`src/rtl/seq_shift_unit_if.sv`:
```
// seq_shift_unit_if: start/ready request channel and result channel of seq_shift_unit.
// The master drives the request. The slave is the shift unit.
interface seq_shift_unit_if #(
    parameter int unsigned WIDTH = 32
);
    logic             start;
    logic [WIDTH-1:0] X;
    logic [WIDTH-1:0] Y;
    logic [1:0]       mode;
    logic             ready;
    logic             busy;
    logic             done;
    logic [WIDTH-1:0] Z;

    modport master (
        output start, X, Y, mode,
        input  ready, busy, done, Z
    );

    modport slave (
        input  start, X, Y, mode,
        output ready, busy, done, Z
    );
endinterface

```
`src/rtl/seq_shift_unit.sv`:
```
// seq_shift_unit: multi-cycle shifter supporting SRL, SRA, SLL and ROR.
// Each clock shifts the result register by up to STEP bit positions.
// Define SEQ_SHIFT_ROTATE_EN to compile the rotate path. Without it, mode 11
// returns the operand unchanged after a zero-length operation.
module seq_shift_unit #(
    parameter int unsigned WIDTH = 32,
    parameter int unsigned STEP  = 1
) (
    input  logic clk,
    input  logic rst_n,
    seq_shift_unit_if.slave sh
);
    localparam int unsigned LW = $clog2(WIDTH);
    localparam int unsigned CW = $clog2(WIDTH + 1);
    localparam int unsigned SW = $clog2(STEP + 1);

    localparam logic [1:0] M_SRL = 2'b00;
    localparam logic [1:0] M_SRA = 2'b01;
    localparam logic [1:0] M_SLL = 2'b10;
    localparam logic [1:0] M_ROR = 2'b11;

    typedef enum logic [1:0] {
        S_IDLE  = 2'd0,
        S_SHIFT = 2'd1,
        S_DONE  = 2'd2
    } state_t;

    state_t           r_state;
    logic [WIDTH-1:0] r_z;
    logic [CW-1:0]    r_rem;
    logic [1:0]       r_mode;
    logic             r_sign;
    logic             r_ready;
    logic             r_busy;
    logic             r_done;

    logic [CW-1:0]    w_amt;
    logic [SW-1:0]    w_s;
    logic [WIDTH-1:0] w_fill;
    logic [WIDTH-1:0] w_shifted;

    // Effective amount of a new request: saturate shifts at WIDTH, wrap rotates
    always_comb begin
        w_amt = (|sh.Y[WIDTH-1:LW]) ? CW'(WIDTH) : CW'(sh.Y[LW-1:0]);
        if (sh.mode == M_ROR) begin
`ifdef SEQ_SHIFT_ROTATE_EN
            w_amt = CW'(sh.Y[LW-1:0]);
`else
            w_amt = '0;
`endif
        end
    end

    // One shift step of at most STEP positions applied to the result register
    always_comb begin
        w_s       = (r_rem < CW'(STEP)) ? SW'(r_rem) : SW'(STEP);
        w_fill    = ~({WIDTH{1'b1}} >> w_s);
        w_shifted = r_z;
        case (r_mode)
            M_SRL:   w_shifted = r_z >> w_s;
            M_SRA:   w_shifted = (r_z >> w_s) | (r_sign ? w_fill : '0);
            M_SLL:   w_shifted = r_z << w_s;
`ifdef SEQ_SHIFT_ROTATE_EN
            M_ROR:   w_shifted = (r_z >> w_s) | (r_z << (CW'(WIDTH) - CW'(w_s)));
`endif
            default: w_shifted = r_z;
        endcase
    end

    // Control FSM with registered handshake outputs and the datapath registers
    always_ff @(posedge clk or negedge rst_n) begin
        if (!rst_n) begin
            r_state <= S_IDLE;
            r_z     <= '0;
            r_rem   <= '0;
            r_mode  <= M_SRL;
            r_sign  <= 1'b0;
            r_ready <= 1'b1;
            r_busy  <= 1'b0;
            r_done  <= 1'b0;
        end else begin
            case (r_state)
                S_IDLE: begin
                    if (sh.start) begin
                        r_z     <= sh.X;
                        r_mode  <= sh.mode;
                        r_sign  <= sh.X[WIDTH-1];
                        r_rem   <= w_amt;
                        r_ready <= 1'b0;
                        r_busy  <= 1'b1;
                        if (w_amt == '0) begin
                            r_state <= S_DONE;
                            r_done  <= 1'b1;
                        end else begin
                            r_state <= S_SHIFT;
                        end
                    end
                end
                S_SHIFT: begin
                    r_z   <= w_shifted;
                    r_rem <= r_rem - CW'(w_s);
                    if (r_rem == CW'(w_s)) begin
                        r_state <= S_DONE;
                        r_done  <= 1'b1;
                    end
                end
                S_DONE: begin
                    r_state <= S_IDLE;
                    r_done  <= 1'b0;
                    r_busy  <= 1'b0;
                    r_ready <= 1'b1;
                end
                default: begin
                    r_state <= S_IDLE;
                    r_done  <= 1'b0;
                    r_busy  <= 1'b0;
                    r_ready <= 1'b1;
                end
            endcase
        end
    end

    assign sh.ready = r_ready;
    assign sh.busy  = r_busy;
    assign sh.done  = r_done;
    assign sh.Z     = r_z;
endmodule
```
`src/flat_wrapper.sv`:
```
// flat-port wrapper written by rule: the top's interface ports become plain ports
module seq_shift_unit_flat 
#(
    parameter int unsigned WIDTH = 32,
    parameter int unsigned STEP  = 1
)
  (clk, rst_n, sh_start, sh_X, sh_Y, sh_mode, sh_ready, sh_busy, sh_done, sh_Z);
  seq_shift_unit_if #(.WIDTH(WIDTH)) sh_i ();
  input  logic clk;
  input  logic rst_n;
  input wire logic [$bits(sh_i.start)-1:0] sh_start;
  input wire logic [$bits(sh_i.X)-1:0] sh_X;
  input wire logic [$bits(sh_i.Y)-1:0] sh_Y;
  input wire logic [$bits(sh_i.mode)-1:0] sh_mode;
  output wire logic [$bits(sh_i.ready)-1:0] sh_ready;
  output wire logic [$bits(sh_i.busy)-1:0] sh_busy;
  output wire logic [$bits(sh_i.done)-1:0] sh_done;
  output wire logic [$bits(sh_i.Z)-1:0] sh_Z;
  assign sh_i.start = sh_start;
  assign sh_i.X = sh_X;
  assign sh_i.Y = sh_Y;
  assign sh_i.mode = sh_mode;
  assign sh_ready = sh_i.ready;
  assign sh_busy = sh_i.busy;
  assign sh_done = sh_i.done;
  assign sh_Z = sh_i.Z;
  seq_shift_unit #(.WIDTH(WIDTH), .STEP(STEP)) u_core (.clk(clk), .rst_n(rst_n), .sh(sh_i));
endmodule
```
`config.mk`:
```
export PLATFORM = sky130hd
export DESIGN_NAME = seq_shift_unit_flat
export DESIGN_NICKNAME = d
export VERILOG_FILES = /design/src/rtl/seq_shift_unit_if.sv /design/src/rtl/seq_shift_unit.sv /design/src/flat_wrapper.sv
export SDC_FILE = /design/constraint.sdc
export NUM_CORES = 1
export LEC_CHECK = 0
export ABC_AREA = 1
export BUFFER_PORTS_ARGS = -buffer_cell sky130_fd_sc_hd__buf_2
export CORE_MARGIN = 5
export CORE_UTILIZATION = 57
export CTS_BUF_LIST = sky130_fd_sc_hd__clkbuf_8
export DETAILED_ROUTE_END_ITERATION = 6
export PLACE_DENSITY_LB_ADDON = 0.25
export RECOVER_POWER = 25
export SKIP_LAST_GASP = 1
export SLEW_MARGIN = 20
export SYNTH_ARGS = -nofsm -noshare
export SYNTH_HDL_FRONTEND = slang
export SYNTH_SLANG_ARGS = --single-unit
```
`constraint.sdc`:
```
create_clock -name clk -period 2.2 [get_ports clk]
set_input_delay 0.44 -clock clk [delete_from_list [all_inputs] [get_ports clk]]
set_output_delay 0.44 -clock clk [all_outputs]
set_load 0.01 [all_outputs]
```
After elaboration in Yosys (flattened, before gate mapping)
Index checks and enable logic that the tools add are counted.
{ "word_totals": {"regBits": 46, "latchBits": 0, "ram_bits": 0, "rom_bits": 0, "in_bits": 69, "out_inout_bits": 35, "wordCells": 57, "memories": 0} }
{ "op_classes": {"n_addsub": 1, "mul": 0, "div_mod_pow": 0, "n_lt_le_gt_ge": 1, "n_eq_ne": 9, "shift": 3, "muxes": 21, "n_bitwise": 3, "n_reduce_logical": 11} }
{ "ops": {"columns": ["cell", "n"], "rows": [
  ["one-hot mux 32 bit (3 select lines)", 1],
  ["2-to-1 mux 32 bit", 2],
  ["one-hot mux 32 bit (2 select lines)", 1],
  ["inverter 32 bit", 1],
  ["OR 32 bit", 1],
  ["<< shifter 32 x 1 -> 32 bit", 1],
  [">> shifter 32 x 1 -> 32 bit", 1],
  [">> shifter 32 x 1 -> 32 bit, first input constant", 1],
  ["OR reduction 27 bit", 1],
  ["2-to-1 mux 6 bit", 3],
  ["one-hot mux 6 bit (2 select lines)", 1],
  ["AND reduction 2 bit", 4],
  ["== test 6 x 1 -> 1 bit", 1],
  ["zero test 6 bit", 1],
  ["< comparator 6 x 1 -> 1 bit, second input constant", 1],
  ["2-to-1 mux 1 bit", 6],
  ["2-to-1 mux 2 bit", 3],
  ["one-hot mux 1 bit (2 select lines)", 3],
  ["AND reduction 3 bit", 2],
  ["subtractor 6 x 1 -> 6 bit", 1],
  ["== test 2 x 1 -> 1 bit, second input constant", 2],
  ["== test 2 bit, second input constant", 2],
  ["zero test 2 bit", 2],
  ["!= test 2 x 1 -> 1 bit, second input constant", 2],
  ["other kinds (5)", 5]
]} }

Logic depth before layout (Yosys ltp)
{ "depth": {"word_depth": 8, "mapped_depth": 12, "depth_no_buf": 12} }

Worst setup path before layout
Ideal clock, no wire load.
{ "synth_path": {"kind": "flip-flop to flip-flop", "start": "reg u_core.r_mode[0]", "end": "reg u_core.r_z[23], in the netlist u_core.sh.Z[23]", "setup_ps": 76, "t_arrival_ps": 1442, "required_ps": 2124, "slack_ps": 682, "path_stages_with_launch": 11, "n_path_buf": 1, "synth_period_minus_slack_ps": 1518, "path_cell_list": "dfrtp_1 > inv_1 > ha_1 > inv_1 > nor2_1 > inv_1 > clkbuf_1 > nand2_1 > nand3_1 > o2111ai_1 > o21ai_1"} }
{ "synth_between": {"elab_chain_len": 3, "elab_cells_between_ends": 7, "classes_between": "eq/ne: 3; mux: 2; reduce/logical: 2"} }
{ "synth_lines": {"columns": ["element", "line_no", "rtl"], "rows": [
  ["from (decl)", "seq_shift_unit.sv:31", "logic [1:0] r_mode;"],
  ["from (signal assigned)", "seq_shift_unit.sv:86", "r_mode <= sh.mode;"],
  ["== test 2 bit, or another cell as far along", "seq_shift_unit.sv:59", "case (r_mode)"],
  ["one-hot mux 32 bit (3 select lines) or != test 4 bit (tied branches)", null, null],
  ["one-hot mux 32 bit (2 select lines) or AND reduction 3 bit (tied branches)", null, null],
  ["to (signal assigned)", "seq_shift_unit.sv:85", "r_z <= sh.X;"],
  ["to (signal assigned)", "seq_shift_unit.sv:100", "r_z <= w_shifted;"],
  ["to (decl)", "seq_shift_unit.sv:29", "logic [WIDTH-1:0] r_z;"]
]} }
Several ways; a longest one is shown, not always the timed one.
A chain may end at the register's enable or synchronous reset.

Worst setup path after layout
{ "layout_path": {"start": "reg u_core.r_state[1]", "end": "reg u_core.r_z[0], in the netlist u_core.sh.Z[0]"} }
{ "layout_between": {"elab_chain_len": 3, "elab_cells_between_ends": 7, "classes_between": "eq/ne: 3; mux: 1; reduce/logical: 3"} }
{ "layout_lines": {"columns": ["element", "line_no", "rtl"], "rows": [
  ["from (decl)", "seq_shift_unit.sv:28", "state_t r_state;"],
  ["from (signal assigned)", "seq_shift_unit.sv:73", "r_state <= S_IDLE;"],
  ["from (signal assigned)", "seq_shift_unit.sv:92", "r_state <= S_DONE;"],
  ["from (signal assigned)", "seq_shift_unit.sv:95", "r_state <= S_SHIFT;"],
  ["== test 2 x 1 -> 1 bit or zero test 2 bit (tied branches)", "seq_shift_unit.sv:82", "case (r_state)"],
  ["!= test 4 bit (no source line), or another cell as far along", null, null],
  ["AND reduction 3 bit (no source line)", null, null]
]} }
Several ways; a longest one is shown, not always the timed one.

==> metrics <==
status finished, final reports clean; Setup CP Type register to register; Top Family by Delay on Critical Path buffers and inverters; Int Power 2.95 mW; Yosys cell types 36; Worst Setup Start Kind register; area delta synth->final 17.1%; Hold Buf Count CTS 0; CP Buf/Inv Count 4; sequential power share 25.5%; Max Freq 0.550 GHz; Net Count, Synth 553; Switch Pwr 3.19 mW; proportion of layout cells with a drive suffix above 1 24.2%; Worst Skew 0.0129 ns; io pins 104; DR WL/cell 12.8 um; Tot GR Track Use 23.3%; drt drc 0; first-pass GRT wire length 14100 um; pwr dens 1600 nW/um2; dominant cells by area after synthesis dfrtp_1 (34%), nand2_1 (17%), inv_1 (7.3%); Die Ht 85.9 um; cell mode on critical path inv_4; final core utilization 69.4%; HP Class primary input to asynchronous set/reset pin; CTS Buffer Depth 2; Die Area 7380 um2; cells along the critical path inv_2 > nand2_4 > inv_4 > nand3_2 > nand2_2 > inv_4 > nand2_1 > o22ai_1 > inv_1; switch share 52.0%; CP peak stage delay 0.43 ns; sequential-to-total area share from yosys stat 35.1%; Clock transition at path regs 0.10 ns; CP max-delay cell dfrtp_1; CTS tree built; maxcap violations 0; worst vdd ir 1.26 mV; Setup crit start u_core.r_state[1]; Post-DP HPWL 6300 um; Final min period 1.82 ns; Post-Synthesis Cells 480; port bufs 103; # fillers 506; Inserted Diodes 0; # rows 27; number of H-tree levels 2; gr ovfl total 0; pin count of the biggest net entering global routing 56; final std cells w/o fill 647; cell taking the most area after synthesis dfrtp_1; Nets 647; Max transition margin 16.0%; Slew Viols, Final 0; commonest non-fill, non-tap cell in the layout nand2_1; vias in the first global route 3160; Starting Density 59.3%; Clock Latency Late Sink 0.31 ns; Synthesis Warnings 0; hold slack 0.375 ns; Synth top area share 34.3%; placed cells 639; chip width 85.9 um; final hold viol count 0; clock sinks 46; Clock power frac 8.3%; via count 3415; area of the mapped netlist 3280 um2; Setup TNS 0 ns; TritonCTS buffer count 5; most frequent cells in the layout nand2_1 (146), buf_2 (102), inv_1 (65), dfrtp_1 (45), nor2_1 (40); Setup Buffers After CTS 0; Comb power frac 66.2%; crit share post-route 82.7%; worst slew pin tran 1.26 ns; final wirelength 8290 um; Worst Path Arrival 2.01 ns; Core Region 5540 um2; unrepaired setup endpoints after global routing no; via/cell ratio 5.28; Setup Viol. Count Final 0; leakage 2.01 nW; crit path max fanout 55; gp weighted congestion 0.835; syn_area_per_cell 6.84 um2; DRT antenna net count 0; number of DRC markers in iteration 0 271; Clock Tree Root clkbuf_8; DRT Pass-1 Iters 5; Setup crit end kind register; worst r2r src u_core.r_state[1]; synthesized flop and latch total 46; WP data required 2.39 ns; initial antenna violation count 0; post-cts resize count 0
synthesized netlist by cell type:
cell,number
a21oi_1,13
a31oi_1,4
a32o_1,1
and2_0,1
buf_1,1
buf_12,2
buf_2,11
buf_4,1
buf_6,5
clkbuf_1,3
dfrtp_1,45
dfstp_2,1
ha_1,4
inv_1,64
inv_2,2
inv_4,2
inv_6,1
nand2_1,146
nand2_2,5
nand2_4,3
nand3_1,33
nand3_2,3
nand4_1,1
nor2_1,40
nor2_2,4
nor2_4,2
nor2b_1,1
nor3_1,1
o2111ai_1,23
o21ai_0,18
o21ai_1,29
o21bai_1,1
o22ai_1,5
o31a_1,1
o31ai_1,1
xor2_1,2
final cells by class:
cell class	instances	area, um2	area share, %
Clock inverter	3	13.8	0.358
Inverter	69	269	6.99
Timing Repair Buffer	110	564	14.7
Sequential cell	46	1150	30.0
Clock buffer	5	68.8	1.79
Multi-Input combinational cell	342	1690	43.9
Tap cell	72	90.1	2.34
final timing paths:
check | to | cells after the start | slack (ns)
min in group clk | u_core.r_sign | 3 | 0.38
worst min register to register | u_core.sh.busy | 2 | 0.49
worst max register to register | u_core.sh.Z[0] | 9 | 0.38
max in group asynchronous | u_core.sh.Z[12] | 2 | 0.58
worst max-delay path | u_core.sh.Z[0] | 9 | 0.38
worst min-delay path | u_core.sh.Z[7] | 1 | 0.37
metal layers:
layer	part of all wire [%]	global-route usage [%]	up-vias	wire length, um
li1	-	-	1749	-
met1	42	30.2	1541	3460
met2	50	40.0	115	4180
met3	6.5	3.94	10	541
met4	1.4	6.04	0	116
met5	0	0	-	0
power groups by stage:
stage                     clock, mW  combinational, mW  sequential, mW
after detailed placement          0               4.07            1.58
after CTS                     0.527               4.08            1.56
final                         0.512               4.06            1.56
after global routing          0.552               4.68            1.63
after global placement            0               3.94            1.56
after floorplan                   0               3.06            1.70
state kept, by name (all words and copies together), names as in the netlist:
signal and count:
u_core.sh.busy 1, u_core.r_mode 2, u_core.r_state 2, u_core.sh.done 1, u_core.r_sign 1, u_core.sh.Z 32
u_core.sh.ready 1, u_core.r_rem 6
logic make-up (layout without fill, tap and decap cells):
family / count (synthesis) / in the layout / synth area share [%]
AOI/OAI and AO/OA: 96 / 96 / 18.0
xor gates and xnor gates: 2 / 2 / 0.533
adders and majority gates: 4 / 4 / 1.52
buffers and inverters: 92 / 187 / 13.5
DFF: 46 / 46 / 35.1
and+or+nand+nor: 240 / 240 / 31.4
stage by stage:
step | instance area [um2] | power, mW | setup WS, ns
after detailed placement | 3780 | 5.65 | 0.391
after global routing | 3850 | 6.85 | 0.164
final | 3850 | 6.14 | 0.382
after CTS | 3860 | 6.17 | 0.379
after floorplan | 3280 | 4.76 | 0.682
after global placement | 3780 | 5.50 | 0.445
Power figures use the tool's default switching activity.
